File: src/rtl/ctrl_seq_decoder.sv
// ctrl_seq_decoder: programmable opcode-to-control-beat sequencer with valid/ready on both sides
module ctrl_seq_decoder #(
  parameter int OP_W   = 7,
  parameter int CTRL_W = 26,
  parameter int CNT_W  = 3,
  parameter int DONE_W = 16
) (
  input  logic                    clk,
  input  logic                    rst_n,
  input  logic                    cfg_we,
  input  logic [OP_W-1:0]         cfg_addr,
  input  logic [CTRL_W+CNT_W-1:0] cfg_data,
  input  logic                    in_valid,
  output logic                    in_ready,
  input  logic [OP_W-1:0]         in_op,
  output logic                    out_valid,
  input  logic                    out_ready,
  output logic [CTRL_W-1:0]       out_ctrl,
  output logic [CNT_W-1:0]        out_step,
  output logic                    out_last,
  output logic                    busy,
  output logic [DONE_W-1:0]       done_cnt
);
  typedef enum logic {IDLE, RUN} state_t;
  localparam int ENT_W = CTRL_W + CNT_W;
  logic [ENT_W-1:0]  tbl_q [2**OP_W];
  logic [ENT_W-1:0]  entry;
  state_t            state_q, state_d;
  logic [CTRL_W-1:0] ctrl_q, ctrl_d;
  logic [CNT_W-1:0]  len_q, len_d, step_q, step_d, step_inc;
  logic              last_q, last_d;
  logic [DONE_W-1:0] done_q, done_d;
  logic              accept, fire, finish, advance;
  // Accept/advance decisions and next-state values; table read happens before any same-cycle write lands
  always_comb begin
    entry    = tbl_q[in_op];
    fire     = (state_q == RUN) && out_ready;
    finish   = fire && last_q;
    advance  = fire && !last_q;
    in_ready = (state_q == IDLE) || finish;
    accept   = in_valid && in_ready;
    step_inc = step_q + 1'b1;
    state_d  = accept ? RUN : (finish ? IDLE : state_q);
    ctrl_d   = accept ? entry[CTRL_W-1:0] : ctrl_q;
    len_d    = accept ? entry[ENT_W-1:CTRL_W] : len_q;
    step_d   = accept ? '0 : (advance ? step_inc : step_q);
    last_d   = accept ? (entry[ENT_W-1:CTRL_W] == '0) : (advance ? (step_inc == len_q) : last_q);
    done_d   = finish ? done_q + DONE_W'(1) : done_q;
  end
  // Sequencer state, latched entry and completion counter
  always_ff @(posedge clk or negedge rst_n) begin
    if (!rst_n) begin
      state_q <= IDLE;
      ctrl_q  <= '0;
      len_q   <= '0;
      step_q  <= '0;
      last_q  <= 1'b0;
      done_q  <= '0;
    end else begin
      state_q <= state_d;
      ctrl_q  <= ctrl_d;
      len_q   <= len_d;
      step_q  <= step_d;
      last_q  <= last_d;
      done_q  <= done_d;
    end
  end
  // Decode table storage, cleared to single-beat zero entries on reset
  always_ff @(posedge clk or negedge rst_n) begin
    if (!rst_n) begin
      for (int i = 0; i < 2**OP_W; i++) tbl_q[i] <= '0;
    end else if (cfg_we) begin
      tbl_q[cfg_addr] <= cfg_data;
    end
  end
  assign out_valid = (state_q == RUN);
  assign busy      = (state_q == RUN);
  assign out_ctrl  = ctrl_q;
  assign out_step  = step_q;
  assign out_last  = last_q;
  assign done_cnt  = done_q;
endmodule

File: config.mk
export PLATFORM = sky130hd
export DESIGN_NAME = ctrl_seq_decoder
export DESIGN_NICKNAME = d
export VERILOG_FILES = /design/src/rtl/ctrl_seq_decoder.sv
export SDC_FILE = /design/constraint.sdc
export NUM_CORES = 2
export LEC_CHECK = 0
export CELL_PAD_IN_SITES_DETAIL_PLACEMENT = 1
export CELL_PAD_IN_SITES_GLOBAL_PLACEMENT = 2
export CORE_UTILIZATION = 48
export CTS_CLUSTER_DIAMETER = 150
export DETAILED_ROUTE_END_ITERATION = 12
export GPL_TIMING_DRIVEN = 0
export PLACE_DENSITY_LB_ADDON = 0.1
export SYNTH_ARGS = -nofsm -noshare
export SYNTH_HDL_FRONTEND = slang
export SYNTH_SLANG_ARGS = --single-unit
File: constraint.sdc
create_clock -name clk -period 2.5 [get_ports clk]
set_input_delay 0.5 -clock clk [delete_from_list [all_inputs] [get_ports clk]]
set_output_delay 0.5 -clock clk [all_outputs]
set_load 0.05 [all_outputs]
# Word-level counts from Yosys, hierarchy flattened
# Index checks and enable logic that the tools add are counted.
# Widths: inputs -> output; s select.
# word_totals
ff_bits,3762
out_inout_bits,49
in_bits,48
# classes
bitwise_logic,3
mux,12
n_eq_ne,1
add_sub_neg,2
reduce_logical,10
n_lt_le_gt_ge,3
# op_table
cell,count
$bwmux 3712,1
$bmux 29 s7,1
$demux 29 s7,1
$mux 29,3
$add 16x1->16 const B,1
$ge 8x8->1 const B,2
$not 7->8,2
$lt 8x1->1 const B,1
$mux 3,2
$logic_and 1x1->1,5
$mux 1,4
$reduce_bool 2->1,2
$add 3x1->3 const B,1
$eq 3x3->1,1
$logic_not 3->1,1
$logic_not 1->1,1
$logic_or 1x1->1,1
$not 1->1,1

# Logic depth before layout (Yosys ltp)
# depth
ltp_word,6
ltp_mapped,13
ltp_nobuf,7

# Worst setup path after synthesis
# No wires, ideal clock.
# synth_path
kind,input to register
startpoint,input in_op[1]
endpoint,register last_q (netlist: out_last)
cell_stages,9
path_slack_ps,-335
t_arrival_ps,2732
n_path_buf,3
cell_sequence,buf_2 -> clkbuf_1 -> clkbuf_1 -> mux4_2 -> mux4_2 -> mux2_2 -> nand2_1 -> a31oi_1 -> o41ai_2
# synth_via
elab_chain_cells,6
# synth_lines
item,line_no,rtl
start: declaration,15,"input logic [OP_W-1:0] in_op,"
$not 7->8 (not written as such),36,entry = tbl_q[in_op];
$bmux 29 s7,36,
$mux 29 (not written as such) (2 in a row),36,
$logic_not 3->1,47,last_d = accept ? (entry[ENT_W-1:CTRL_W] == '0) : (advance ? (step_inc == len_q) : last_q);
$mux 1,47,
end signal: assignment,64,last_q <= last_d;
end: declaration,31,"logic last_q, last_d;"
# No other way between the ends. The select of a mux whose other input is x is not followed.
# A chain may end at the register's enable or synchronous reset.

# Final worst setup path
# layout_path
startpoint,input in_op[0]
endpoint,register last_q (netlist: out_last)
# Same word-level chain as after synthesis.

==> impl_metrics.csv <==
group,metric,value,unit
status,status,"finished with violations",
status,violations,"hold timing, setup timing",
worst_setup_path,crit_path_top_delay_cell,"mux4_2",
worst_setup_path,crit_buf_inv,4,
timing,finalCritPeriodShare,1.09,
timing,max_slew.worst_pin.slew,1470,ps
grt,antenna_found_initial,52,
cts,htree_num_levels,5,
synth,ys_dominant_reg_cell,"dfrtp_1",
grt,first_global_vias,110185,
pwr,p_leak,92.2,nW
timing,hold_ws,-109,ps
finish,fin_nets,10952,
worst_setup_path,cp.required,3360,ps
pwr,p_total,0.151,W
routing,vias,98709,
synth,avgSynthCellArea,16.4,sq um
placed_design,dp_hpwl,424000,um
placed_design,port_buffers,63,
worst_setup_path,rr_startpoint,"tbl_q[521]",
run,maxCapViolCount,0,
cts,clockBufferDepth,4,
synth,yosys_register_bits,3762,
cts,clkSlewWorstSetupHoldPaths,60,ps
synth,async_flop_share,1.00,
synth,synth.cell_area,0.169,sq mm
worst_setup_path,path_cells,"buf_16 > buf_4 > buf_6 > buf_8 > mux4_2 > mux2i_1 > mux4_2 > nor2_1 > nor4_4 > a31oi_4 > o41ai_2",
timing,clock.fmax,366,MHz
worst_setup_path,cp.arrival,3590,ps
cts,clkLatencyLatePin,970,ps
routing,wirelength,567000,um
cts,cts_tree,"done",
routing,vias_per_cell,6.22,
worst_setup_path,worst_setup_path_end_kind,"flip-flop",
timing,clock-skew-final,32.4,ps
timing,min_period,2730,ps
synth,syn_inst,10330,
timing,slew_violations,0,
pwr,irDropWorstVdd,0.659,mV
worst_setup_path,path_class,"in2reg",
finish,fin_cells,15868,
die,initial_core_util,0.483,
worst_setup_path,r2r_cells,7,
die,pin_count,97,
finish,final_layout_size_suffix_gt1_frac,0.563,
timing,rsz0062_at_grt,"yes",
routing,wl_per_cell,35.7,um
routing,ant_nets,0,
die,core,0.350,sq mm
grt,grt_usage,0.322,
worst_setup_path,cp_top_family,"multiplexers",
worst_setup_path,cp-endpoint,"out_last",
finish,area_growth,15.1,%
routing,remaining_drc_errors,0,
cts,clock-sinks,3762,
cts,numCtsBuffers,413,
synth,netlist-cell-type-count,45,
synth,yosys_warnings,0,
worst_setup_path,cp_max_fo,10,
routing,drtPass1Iterations,5,
grt,grt_max_degree,189,
worst_setup_path,cp.depth,11,
worst_setup_path,r2r_end,"out_last",
die,die_width,596,um
routing,first_iter_violations,7355,
min_path,hp-class,"in2async",
die,num_rows,217,
placed_design,gp_congestion,0.935,
synth,yosysSeqAreaShare,0.557,
worst_setup_path,reg2reg_setup_slack,-180,ps
timing,hold_violations,221,
die,die_area,0.355,sq mm
worst_setup_path,start_kind,"input port",
timing,slew_headroom,0.0204,
die,die_y,596,um
pwr,power_density,776,mW/mm^2
grt,grt_pass1_wl,818000,um
worst_setup_path,critPathMaxStageDelay,550,ps
worst_setup_path,startpoint,"in_op[0]",
grt,overflow,0,
synth,syn_nets,10380,
cts,cts_root_buf,"clkbuf_16",
placed_design,dp_cells,15021,
synth,synth_edf_count,0,
worst_setup_path,worst_path_most_repeated_cell,"mux4_2",
timing,finalSetupViolations,116,
timing,fin_ws,-235,ps
cell families after synthesis:
family | share of synthesized area
and+or+nand+nor | 0.00880
muxes | 0.399
xor gates and xnor gates | 0.00109
adders and majority gates | 0.000148
AOI/OAI and AO/OA | 0.00822
buffers and inverters | 0.0261
DFF | 0.557
worst min-delay path by stage:
stage	startpoint	end	cells after the start
3_3_place_gp	done_cnt[15]	done_cnt[15]	1
4_1_cts	rst_n	tbl_q[2753]	4
6_report	rst_n	tbl_q[2372]	4
5_1_grt	rst_n	tbl_q[2372]	4
2_1_floorplan	rst_n	busy	0
3_5_place_dp	out_ctrl[20]	out_ctrl[20]	2
timing repair:
action                                   CTS  global route
cloned                                    14             5
gates resized for setup                  863           316
hold buffers                              12             4
pin swaps                                 14            12
endpoints found under the hold margin    203            23
endpoints found under the setup margin  5479          1749
buffers inserted                          23            22
flip-flops by register name, indices dropped and copies added (netlist names):
name	flops
len_q	3
busy	1
tbl_q	3712
out_step	3
out_ctrl	26
out_last	1
done_cnt	16
cells in the final DEF, fill, tap and decap left out, drive strengths merged, types with 6 or more instances in the layout:
cell type	synthesis	final
a21oi	18	18
and3	7	7
buf	295	345
bufbuf	0	12
bufinv	0	41
clkbuf	813	1451
clkdlybuf4s15	0	26
clkinv	1	91
dfrtp	3762	3762
diode	0	29
dlygate4sd2	0	17
dlygate4sd3	0	6
dlymetal6s2s	0	12
inv	2	10
mux2	3717	3717
mux2i	73	73
mux4	1106	1106
nand2	141	141
nand2b	10	10
nand3	6	6
nand4	8	8
nor2	75	75
nor2b	6	6
nor3	19	19
nor4	13	13
o21ai	40	40
o221ai	28	28
o22ai	112	112
or2	6	6
or4	26	26
xnor2	14	14
xor2	7	7
tightest hold or removal path: stages:
cell and delay (ps):
buf_16 80, buf_12 90, buf_12 180, buf_16 340
metal layers:
metal	global-route usage	routed length (um)	part of all wire
met1	0.433	232000	0.41
met2	0.527	277000	0.49
met3	0.0558	33500	0.059
met4	0.123	23800	0.042
met5	0.00284	166	0.00029
power breakdown:
part	switching [W]	total (W)	internal, W
Clock	0.0257	0.0638	0.0381
Sequential	0.00308	0.0692	0.0661
Combinational	0.00965	0.0180	0.00836
per-stage QoR:
stage | utilization | setup TNS [ps] | area, sq um | hold WS (ps) | worst slack, ps
after floorplan | - | -57.5 | 169000 | 204 | -53.2
after global placement | 0.502 | - | 176000 | 460 | -161440
after detailed placement | 0.505 | - | 177000 | 469 | -3940
after CTS | 0.553 | -33080 | 194000 | -102 | -239
after global routing | 0.556 | -447 | 195000 | -95.9 | -203
final | 0.556 | -2790 | 195000 | -109 | -235
cell usage after synthesis, drive strengths merged (26+ instances only):
cell / n / area (sq um)
o221ai: 28 / 245
clkbuf: 813 / 3050
nor2: 75 / 282
buf: 295 / 1360
mux2: 3717 / 41900
or4: 26 / 195
mux2i: 73 / 731
o22ai: 112 / 701
dfrtp: 3762 / 94100
o21ai: 40 / 200
nand2: 141 / 529
mux4: 1106 / 24900
cell type report:
| cell class | instances | area [sq um] |
|---|---|---|
| Fill cell | 31349 | 155000 |
| Sequential cell | 3762 | 94100 |
| Multi-Input combinational cell | 5457 | 71600 |
| Clock buffer | 609 | 12300 |
| Buffer | 1093 | 6220 |
| Tap cell | 4599 | 5750 |
| Timing Repair Buffer | 172 | 2660 |
| Clock inverter | 144 | 1790 |
| Antenna cell | 29 | 72.6 |
| Inverter | 3 | 42.5 |
Power figures use the tool's default switching activity.
